`config.mk`:
```
export PLATFORM = sky130hd
export DESIGN_NAME = alu_issue_sequencer_flat
export DESIGN_NICKNAME = d
export VERILOG_FILES = /design/src/rtl/alu_issue_sequencer_pkg.sv /design/src/rtl/alu_issue_sequencer_if.sv /design/src/rtl/alu_issue_sequencer_op_decode.sv /design/src/rtl/alu_issue_sequencer.sv /design/src/flat_wrapper.sv
export SDC_FILE = /design/constraint.sdc
export NUM_CORES = 1
export LEC_CHECK = 0
export ABC_AREA = 1
export CAP_MARGIN = 20
export CELL_PAD_IN_SITES_DETAIL_PLACEMENT = 2
export CELL_PAD_IN_SITES_GLOBAL_PLACEMENT = 2
export CORE_ASPECT_RATIO = 1.4
export CORE_UTILIZATION = 24
export DETAILED_ROUTE_END_ITERATION = 10
export GPL_ROUTABILITY_DRIVEN = 0
export PLACE_DENSITY_LB_ADDON = 0.1
export REMOVE_ABC_BUFFERS = 1
export SETUP_SLACK_MARGIN = 0.2
export SLEW_MARGIN = 25
export SYNTH_ARGS = -nofsm -noshare
export SYNTH_HDL_FRONTEND = slang
export SYNTH_SLANG_ARGS = --single-unit
```
`constraint.sdc`:
```
create_clock -name clk -period 5.35 [get_ports clk]
set_clock_uncertainty 0.2 [all_clocks]
set_input_delay 1.605 -clock clk [delete_from_list [all_inputs] [get_ports clk]]
set_output_delay 1.605 -clock clk [all_outputs]
set_load 0.01 [all_outputs]
```
`src/rtl/alu_issue_sequencer_pkg.sv`:
```
// ALU issue sequencer shared types.
// Opcodes, group and FSM state enums.
package alu_pkg;

  localparam logic [3:0] OP_ADD  = 4'd0;
  localparam logic [3:0] OP_SUB  = 4'd1;
  localparam logic [3:0] OP_LT   = 4'd2;
  localparam logic [3:0] OP_GT   = 4'd3;
  localparam logic [3:0] OP_XOR  = 4'd4;
  localparam logic [3:0] OP_SLL  = 4'd5;
  localparam logic [3:0] OP_SAR  = 4'd6;
  localparam logic [3:0] OP_ROTL = 4'd7;
  localparam logic [3:0] OP_ROTR = 4'd8;

  typedef enum logic [1:0] {
    GRP_NONE,
    GRP_ARITH,
    GRP_LOGIC,
    GRP_SHIFT
  } grp_e;

  typedef enum logic [1:0] {
    IDLE,
    EXEC,
    RESP
  } state_e;

  function automatic logic [2:0] grp_en(grp_e g);
    logic [2:0] en;
    en = 3'b000;
    case (g)
      GRP_ARITH: en = 3'b100;
      GRP_LOGIC: en = 3'b010;
      GRP_SHIFT: en = 3'b001;
      default:   en = 3'b000;
    endcase
    return en;
  endfunction

endpackage

```
`src/rtl/alu_issue_sequencer_if.sv`:
```
// Request/response and ALU-side bundle.
// slave = sequencer, master = environment.
interface alu_issue_sequencer_if #(
  parameter int WIDTH = 32
);
  logic             in_valid;
  logic             in_ready;
  logic [3:0]       in_op;
  logic [WIDTH-1:0] in_a;
  logic [WIDTH-1:0] in_b;
  logic [2:0]       alu_en;
  logic [3:0]       alu_op;
  logic [WIDTH-1:0] alu_a;
  logic [WIDTH-1:0] alu_b;
  logic [WIDTH-1:0] alu_result;
  logic             out_valid;
  logic             out_ready;
  logic [WIDTH-1:0] out_data;
  logic             out_err;

  modport slave (
    input  in_valid, in_op, in_a, in_b,
    input  alu_result, out_ready,
    output in_ready, alu_en, alu_op,
    output alu_a, alu_b,
    output out_valid, out_data, out_err
  );

  modport master (
    output in_valid, in_op, in_a, in_b,
    output alu_result, out_ready,
    input  in_ready, alu_en, alu_op,
    input  alu_a, alu_b,
    input  out_valid, out_data, out_err
  );
endinterface

```
`src/rtl/alu_issue_sequencer_op_decode.sv`:
```
// Opcode to ALU group decode.
// Purely combinational.
module alu_op_decode
  import alu_pkg::*;
(
  input  logic [3:0] op,
  output grp_e       grp,
  output logic       legal
);

  // map opcode onto its execution group
  always_comb begin
    grp   = GRP_NONE;
    legal = 1'b1;
    unique case (1'b1)
      (op <= OP_GT): grp = GRP_ARITH;
      (op == OP_XOR): grp = GRP_LOGIC;
      (op >= OP_SLL && op <= OP_ROTR):
        grp = GRP_SHIFT;
      default: legal = 1'b0;
    endcase
  end

endmodule

```
`src/rtl/alu_issue_sequencer.sv`:
```
// ALU issue sequencer: captures a request,
// drives the ALU for its latency, holds result.
module alu_issue_sequencer
  import alu_pkg::*;
#(
  parameter int WIDTH     = 32,
  parameter int SHIFT_LAT = 3
) (
  input logic clk,
  input logic rst,
  alu_issue_sequencer_if.slave io
);

  state_e           state;
  state_e           state_nxt;
  logic [3:0]       cnt;
  logic [3:0]       cnt_nxt;
  logic [3:0]       op_q;
  logic [WIDTH-1:0] a_q;
  logic [WIDTH-1:0] b_q;
  logic [WIDTH-1:0] data_q;
  logic [WIDTH-1:0] data_nxt;
  logic             err_q;
  logic             err_nxt;
  logic             accept;
  logic [3:0]       op_sel;
  logic [3:0]       lat_m1;
  grp_e             grp;
  logic             legal;

  // accept in IDLE, or in RESP while the
  // consumer takes the held response
  always_comb begin
    io.in_ready = !rst &&
      (state == IDLE ||
       (state == RESP && io.out_ready));
  end

  assign accept = io.in_valid && io.in_ready;

  // decode the opcode being captured, which
  // equals the held opcode when no accept
  assign op_sel = accept ? io.in_op : op_q;

  alu_op_decode u_dec (
    .op    (op_sel),
    .grp   (grp),
    .legal (legal)
  );

  assign lat_m1 = (grp == GRP_SHIFT) ?
    4'(SHIFT_LAT - 1) : 4'd0;

  // next state, countdown and response capture
  always_comb begin
    state_nxt = state;
    cnt_nxt   = cnt;
    data_nxt  = data_q;
    err_nxt   = err_q;
    unique case (state)
      IDLE, RESP: begin
        if (accept) begin
          if (legal) begin
            state_nxt = EXEC;
            cnt_nxt   = lat_m1;
          end else begin
            state_nxt = RESP;
            data_nxt  = '0;
            err_nxt   = 1'b1;
          end
        end else if (state == RESP &&
                     io.out_ready) begin
          state_nxt = IDLE;
        end
      end
      EXEC: begin
        if (cnt == 4'd0) begin
          state_nxt = RESP;
          data_nxt  = io.alu_result;
          err_nxt   = 1'b0;
        end else begin
          cnt_nxt = cnt - 4'd1;
        end
      end
      default: state_nxt = IDLE;
    endcase
  end

  // state, counter, request and response regs
  always_ff @(posedge clk) begin
    if (rst) begin
      state  <= IDLE;
      cnt    <= '0;
      op_q   <= '0;
      a_q    <= '0;
      b_q    <= '0;
      data_q <= '0;
      err_q  <= 1'b0;
    end else begin
      state  <= state_nxt;
      cnt    <= cnt_nxt;
      data_q <= data_nxt;
      err_q  <= err_nxt;
      if (accept) begin
        op_q <= io.in_op;
        a_q  <= io.in_a;
        b_q  <= io.in_b;
      end
    end
  end

  assign io.alu_en = (state == EXEC) ?
    grp_en(grp) : 3'b000;
  assign io.alu_op    = op_q;
  assign io.alu_a     = a_q;
  assign io.alu_b     = b_q;
  assign io.out_valid = (state == RESP);
  assign io.out_data  = data_q;
  assign io.out_err   = err_q;

endmodule

```
`src/flat_wrapper.sv`:
```
// flat-port wrapper written by rule: the top's interface ports become plain ports
module alu_issue_sequencer_flat import alu_pkg::*;
#(
  parameter int WIDTH     = 32,
  parameter int SHIFT_LAT = 3
)
  (clk, rst, io_in_valid, io_in_op, io_in_a, io_in_b, io_alu_result, io_out_ready, io_in_ready, io_alu_en, io_alu_op, io_alu_a, io_alu_b, io_out_valid, io_out_data, io_out_err);
  alu_issue_sequencer_if #(.WIDTH(WIDTH)) io_i ();
  input logic clk;
  input logic rst;
  input wire logic [$bits(io_i.in_valid)-1:0] io_in_valid;
  input wire logic [$bits(io_i.in_op)-1:0] io_in_op;
  input wire logic [$bits(io_i.in_a)-1:0] io_in_a;
  input wire logic [$bits(io_i.in_b)-1:0] io_in_b;
  input wire logic [$bits(io_i.alu_result)-1:0] io_alu_result;
  input wire logic [$bits(io_i.out_ready)-1:0] io_out_ready;
  output wire logic [$bits(io_i.in_ready)-1:0] io_in_ready;
  output wire logic [$bits(io_i.alu_en)-1:0] io_alu_en;
  output wire logic [$bits(io_i.alu_op)-1:0] io_alu_op;
  output wire logic [$bits(io_i.alu_a)-1:0] io_alu_a;
  output wire logic [$bits(io_i.alu_b)-1:0] io_alu_b;
  output wire logic [$bits(io_i.out_valid)-1:0] io_out_valid;
  output wire logic [$bits(io_i.out_data)-1:0] io_out_data;
  output wire logic [$bits(io_i.out_err)-1:0] io_out_err;
  assign io_i.in_valid = io_in_valid;
  assign io_i.in_op = io_in_op;
  assign io_i.in_a = io_in_a;
  assign io_i.in_b = io_in_b;
  assign io_i.alu_result = io_alu_result;
  assign io_i.out_ready = io_out_ready;
  assign io_in_ready = io_i.in_ready;
  assign io_alu_en = io_i.alu_en;
  assign io_alu_op = io_i.alu_op;
  assign io_alu_a = io_i.alu_a;
  assign io_alu_b = io_i.alu_b;
  assign io_out_valid = io_i.out_valid;
  assign io_out_data = io_i.out_data;
  assign io_out_err = io_i.out_err;
  alu_issue_sequencer #(.WIDTH(WIDTH), .SHIFT_LAT(SHIFT_LAT)) u_core (.clk(clk), .rst(rst), .io(io_i));
endmodule
```
======== Word level (Yosys, flattened, before mapping) ========
Cells that the tools add are included.
cells by class
  add/sub/neg operators ................... 1
  order comparisons ....................... 3
  equality and inequality tests ........... 12
  mux-type cells .......................... 23
  reductions and logical operators ........ 14
operators with widths
  operator                                             number
  2-to-1 mux 32 bit                                    3
  one-hot mux 32 bit (2 select lines)                  1
  2-to-1 mux 4 bit                                     4
  2-to-1 mux 2 bit                                     5
  one-hot mux 3 bit (3 select lines)                   1
  one-hot mux 4 bit (2 select lines)                   1
  AND reduction 4 bit                                  2
  == test 2 bit, second input constant                 3
  != test 2 x 1 -> 1 bit, second input constant        3
  one-hot mux 2 bit (3 select lines)                   1
  == test 2 x 1 -> 1 bit, second input constant        2
  == test 4 x 3 -> 1 bit, second input constant        1
  >= comparator 4 x 3 -> 1 bit, second input constant  1
  <= comparator 4 x 2 -> 1 bit, second input constant  1
  <= comparator 4 bit, second input constant           1
  logical AND 1 bit                                    4
  logical NOT 4 bit                                    1
  2-to-1 mux 1 bit                                     4
  != test 2 bit, second input constant                 2
  one-hot mux 2 bit (2 select lines)                   1
  subtractor 4 x 1 -> 4 bit, second input constant     1
  2-to-1 mux 3 bit                                     1
  != test 3 x 1 -> 1 bit, second input constant        1
  OR reduction 3 bit                                   1
  7 further kinds                                      7
word-level totals
  bits in registers ....................... 107
  input port bits ......................... 104
  logic and storage cells ................. 60

======== Depth between registers and ports, before layout ========
  depth after elaboration ................. 14
  gate-level depth with buffers ........... 13
  depth with buffers taken out ............ 12

======== Cells and area by module ========
A second synthesis with hierarchy kept.
second synthesis, totals
  cell total of the unflattened synthesis .. 624
  area total of the unflattened synthesis .. 4376.7 um2
by module, submodules not included
  module               times used  cells an instance  area each (um2)
  alu_issue_sequencer  1           611                4324.1
  alu_op_decode        1           13                 52.6

======== Worst setup path before layout ========
Ideal clock, no wire load.
  kind .................................... input-to-output
  from .................................... input port rst
  to ...................................... output port io_alu_en[1]
  data arrival time ....................... 2701 ps
  path slack .............................. 844 ps
  cell stages on the path ................. 7
  path buffers ............................ 2
  path through ............................ buf_2 -> nor2_8 -> nand3_4 -> buf_6 -> nand2_1 -> nand2_2 -> nor4_1
on the way
  word-level cells in the longest chain between the ends .. 10
ends and longest elaborated chain
  element                                                                     line                                 text
  from (decl)                                                                 flat_wrapper.sv:10                   input logic rst;
  logical NOT 1 bit (*)                                                       alu_issue_sequencer.sv:34            io.in_ready = !rst &&
  logical AND 1 bit (*)                                                       alu_issue_sequencer.sv:34
  logical AND 1 bit (*)                                                       alu_issue_sequencer.sv:39            assign accept = io.in_valid && io.in_ready;
  2-to-1 mux 4 bit (*)                                                        alu_issue_sequencer.sv:43            assign op_sel = accept ? io.in_op : op_q;
  >= comparator 4 x 3 -> 1 bit / <= comparator 4 bit (equally long branches)  alu_issue_sequencer_op_decode.sv:18  (op >= OP_SLL && op <= OP_ROTR):
  logical AND 1 bit                                                           alu_issue_sequencer_op_decode.sv:18
  one-hot mux 2 bit (3 select lines) (*)                                      alu_issue_sequencer_op_decode.sv:15  unique case (1'b1)
  == test 2 bit / == test 2 x 1 -> 1 bit (equally long branches)              alu_issue_sequencer_pkg.sv:31        case (g)
  one-hot mux 3 bit (3 select lines) (*)                                      alu_issue_sequencer_pkg.sv:31
  2-to-1 mux 3 bit (*)                                                        alu_issue_sequencer.sv:112           assign io.alu_en = (state == EXEC) ?
  to (decl)                                                                   flat_wrapper.sv:18                   output wire logic [$bits(io_i.alu_en)-1:0] io_alu_en;
Mark *: on every way between the ends. The rest lies on a longest branch, timed or not.

======== Worst setup path in the final report ========
  from .................................... input port io_out_ready
  to ...................................... output port io_alu_en[0]
on the way
  word-level cells in the longest chain between the ends .. 11
ends and longest elaborated chain
  element                                                                     line                                 text
  from (decl)                                                                 flat_wrapper.sv:16                   input wire logic [$bits(io_i.out_ready)-1:0] io_out_ready;
  logical AND 1 bit (*)                                                       alu_issue_sequencer.sv:36            (state == RESP && io.out_ready));
  logical OR 1 bit (*)                                                        alu_issue_sequencer.sv:35            (state == IDLE ||
  logical AND 1 bit (*)                                                       alu_issue_sequencer.sv:34
  logical AND 1 bit (*)                                                       alu_issue_sequencer.sv:39
  2-to-1 mux 4 bit (*)                                                        alu_issue_sequencer.sv:43
  >= comparator 4 x 3 -> 1 bit / <= comparator 4 bit (equally long branches)  alu_issue_sequencer_op_decode.sv:18
  logical AND 1 bit                                                           alu_issue_sequencer_op_decode.sv:18
  one-hot mux 2 bit (3 select lines) (*)                                      alu_issue_sequencer_op_decode.sv:15
  == test 2 bit / == test 2 x 1 -> 1 bit (equally long branches)              alu_issue_sequencer_pkg.sv:31
  one-hot mux 3 bit (3 select lines) (*)                                      alu_issue_sequencer_pkg.sv:31
  2-to-1 mux 3 bit (*)                                                        alu_issue_sequencer.sv:112
Marks and branches as above.

==> metrics.md <==
| Metric | Value |
|---|---|
| WP data required | 3.55 ns |
| Final worst slack | 0.331 ns |
| Post-Syn Area per Cell | 8.40 sq um |
| Crit. End Element | output pin |
| # setup viols final | 0 |
| Antenna diodes | 0 |
| Reg clk slew, reported paths | 0.07 ns |
| GR Util All Layers | 0.176 |
| Largest family of logic cells by synthesized area | simple AND/OR/NAND/NOR gates |
| Ordered cell list for the critical path | clkdlybuf4s50_1 > inv_1 > nand2_4 > buf_4 > nand4_1 > nand2_2 > nor2_1 > nand2_1 > a21oi_1 > clkdlybuf4s15_1 |
| CP Class | in2out |
| DRC violations left | 0 |
| Commonest non-fill, non-tap cells in the layout | 204 x clkdlybuf4s50_1, 123 x nand2_1, 107 x dfxtp_1 |
| Clk sinks | 107 |
| Critical Path Source | io_out_ready |
| Pre-CTS WS | -0.0395 ns |
| Arrival time worst endpoint | 3.21 ns |
| Drt wl/cell | 17.3 um |
| Synth Area in Compound Gates | 0.142 |
| Hold Buf Count CTS | 0 |
| Least-Margin Pin Slew | 0.802 ns |
| Adder-cell area share of the yosys netlist | 0.00275 |
| Hold Crit Class | reg2reg |
| Full die area | 19,500 sq um |
| Slew headroom | 0.465 |
| Area of the core | 18,600 sq um |
| Grt total ovfl | 0 |
| CTS H-tree lvls | 3 |
| Row count | 59 |
| Ratio of cells with drive above 1 in the final layout | 0.150 |
| Post-Syn Area | 4550 sq um |
| Design area | 7080 sq um |
| Max-cap violations | 0 |
| Simple-Gate Fraction of Synth Area | 0.307 |
| Die Span X | 118 um |
| Vias in the first global route | 4,884 |
| Final ANT Viol Nets | 0 |
| Initial core utilization | 0.245 |
| Post-synthesis mux area share | 0 |
| Peak VDD IR | 0.000127 V |
| Fin Hold WS | 0.267 ns |
| Worst-skew pair later-pin latency | 0.35 ns |
| CTS tree | yes |
| IO Count | 210 |
| Post-synthesis xor/xnor area fraction | 0.00385 |
| Pwr per Cell Area | 269 nW/um^2 |
| Final net count | 838 |
| Commonest non-fill, non-tap cell in the layout | clkdlybuf4s50_1 |
| RSZ-0062 raised after global routing | false |
| Area Growth Syn to Fin | 55.5% |
| Min cycle time layout | 5.02 ns |
| Hpwl dp | 12.1 mm |
| Initial antenna violation count | 0 |
| Hold Startpoint | u_core.io.alu_a[29]$_SDFFE_PP0N_ |
| Synthesized instance count | 542 |
| Final Hold Fails | 0 |
| Vias per std cell | 4.66 |
| Num CTS Buffers | 9 |
| Worst reg2reg startpoint | u_core.state[0]$_SDFFE_PP0P_ |
| Yosys warns | 0 |
| Max FO, Critical Path | 8 |
| Via count | 4,573 |
| Die Y-Extent | 165 um |
| Largest net degree at the start of global routing | 66 |
| Tcrit/Tclk final | 0.938 |
| Final Power | 0.00190 W |
| Global-route wire length before repair | 26.7 mm |
| Synth Register Bits | 107 |
| Crit path launch type | input port |
| CP max stage cell | clkdlybuf4s50_1 |
| Maximum clock rate | 0.199 GHz |
| Leakage | 2.43 nW |
| Max incr delay on CP | 0.40 ns |
| Root Driver | clkbuf_16 |
| Status | finished, final reports clean |
| Synth cell types | 30 |
| Port bufs | 209 |
| Total routed wirelength | 17.0 mm |
| First drt pass iteration count | 4 |
| Number of max-slew violations in the final report | 0 |
| Sequential cell area fraction in the yosys report | 0.470 |
| Initial DRC count | 256 |
| Max clock buf depth | 2 |
| Cell area after placement | 6770 sq um |
-- cells in the mapped netlist, drive strengths merged --
cell | n | area (sq um)
nor4 | 1 | 6.26
buf | 26 | 195
clkinv | 1 | 5.00
nor2 | 17 | 90.1
o211ai | 2 | 15.0
ha | 1 | 12.5
a21oi | 102 | 631
inv | 19 | 71.3
xnor2 | 2 | 17.5
clkbuf | 18 | 67.6
nand3 | 104 | 703
nor3 | 2 | 10.0
or2 | 1 | 6.26
nand2 | 131 | 531
dfxtp | 107 | 2140
nand4 | 8 | 50.1
-- area by class of cell --
cell class | count | area (sq um)
fillers | 2079 | 11500
repair buffers | 223 | 2190
flip-flops and latches | 107 | 2140
multi-input cells | 372 | 2090
well taps | 244 | 305
clock buffers | 9 | 225
inverters | 20 | 76.3
clock inverters | 7 | 55.1
-- path summary, 6_finish.rpt --
kind	cells after the start	end	slack [ns]
max	10	io_alu_en[0]	0.33
min	2	u_core.io.alu_a[29]$_SDFFE_PP0N_	0.27
max reg2reg	7	u_core.io.out_data[31]$_SDFFE_PP0P_	2.32
min reg2reg	2	u_core.io.alu_a[29]$_SDFFE_PP0N_	0.27
-- worst max-delay path, delay by kind of cell --
family / cells / cell delay [ns]
buffers and inverters: 4 / 0.94
AOI/OAI and AO/OA: 1 / 0.15
and+or+nand+nor: 5 / 0.50
-- flip-flops by register name, summed over array words and instances (netlist names) --
name and count:
u_core.state 2, u_core.io.alu_op 4, u_core.io.out_data 32, u_core.cnt 4
u_core.io.alu_b 32, u_core.io.out_err 1, u_core.io.alu_a 32
-- timing repair --
action	CTS	global route
setup buffers	1	1
endpoints found under the setup margin	3	1
gates resized for setup	4	1
gates cloned	0	1
endpoints found under the hold margin	0	0
-- where the power goes --
part	internal, W	total [W]	switching, W
Sequential	0.000838	0.000864	0.0000263
Clock	0.000319	0.000641	0.000322
Combinational	0.000197	0.000400	0.000203
Total	0.00135	0.00190	0.000551
-- metal layers --
layer / up-vias / global-route usage / wire length (um)
li1: 2189 / - / -
met5: - / 0 / 0
met1: 2219 / 0.201 / 7090
met3: 11 / 0.0511 / 1220
met4: 0 / 0.0633 / 214
met2: 154 / 0.310 / 8520
-- per-stage QoR --
| step | cells | setup TNS, ns | utilization |
|---|---|---|---|
| 6_report | 982 | 0 | 0.380 |
| 3_3_place_gp | 963 | 0 | 0.364 |
| 5_1_grt | 982 | 0 | 0.380 |
| 4_1_cts | 980 | 0 | 0.379 |
| 3_5_place_dp | 963 | -0.0646 | 0.364 |
| 2_1_floorplan | 498 | 0 | - |
-- kinds of logic after synthesis --
kind of cell	Yosys count
AO/OA/AOI/OAI	104
XOR/XNOR	2
adder cells (fa/ha/maj)	1
buffers and inverters	64
flip-flops	107
AND/OR/NAND/NOR	264
Power figures use the tool's default switching activity.
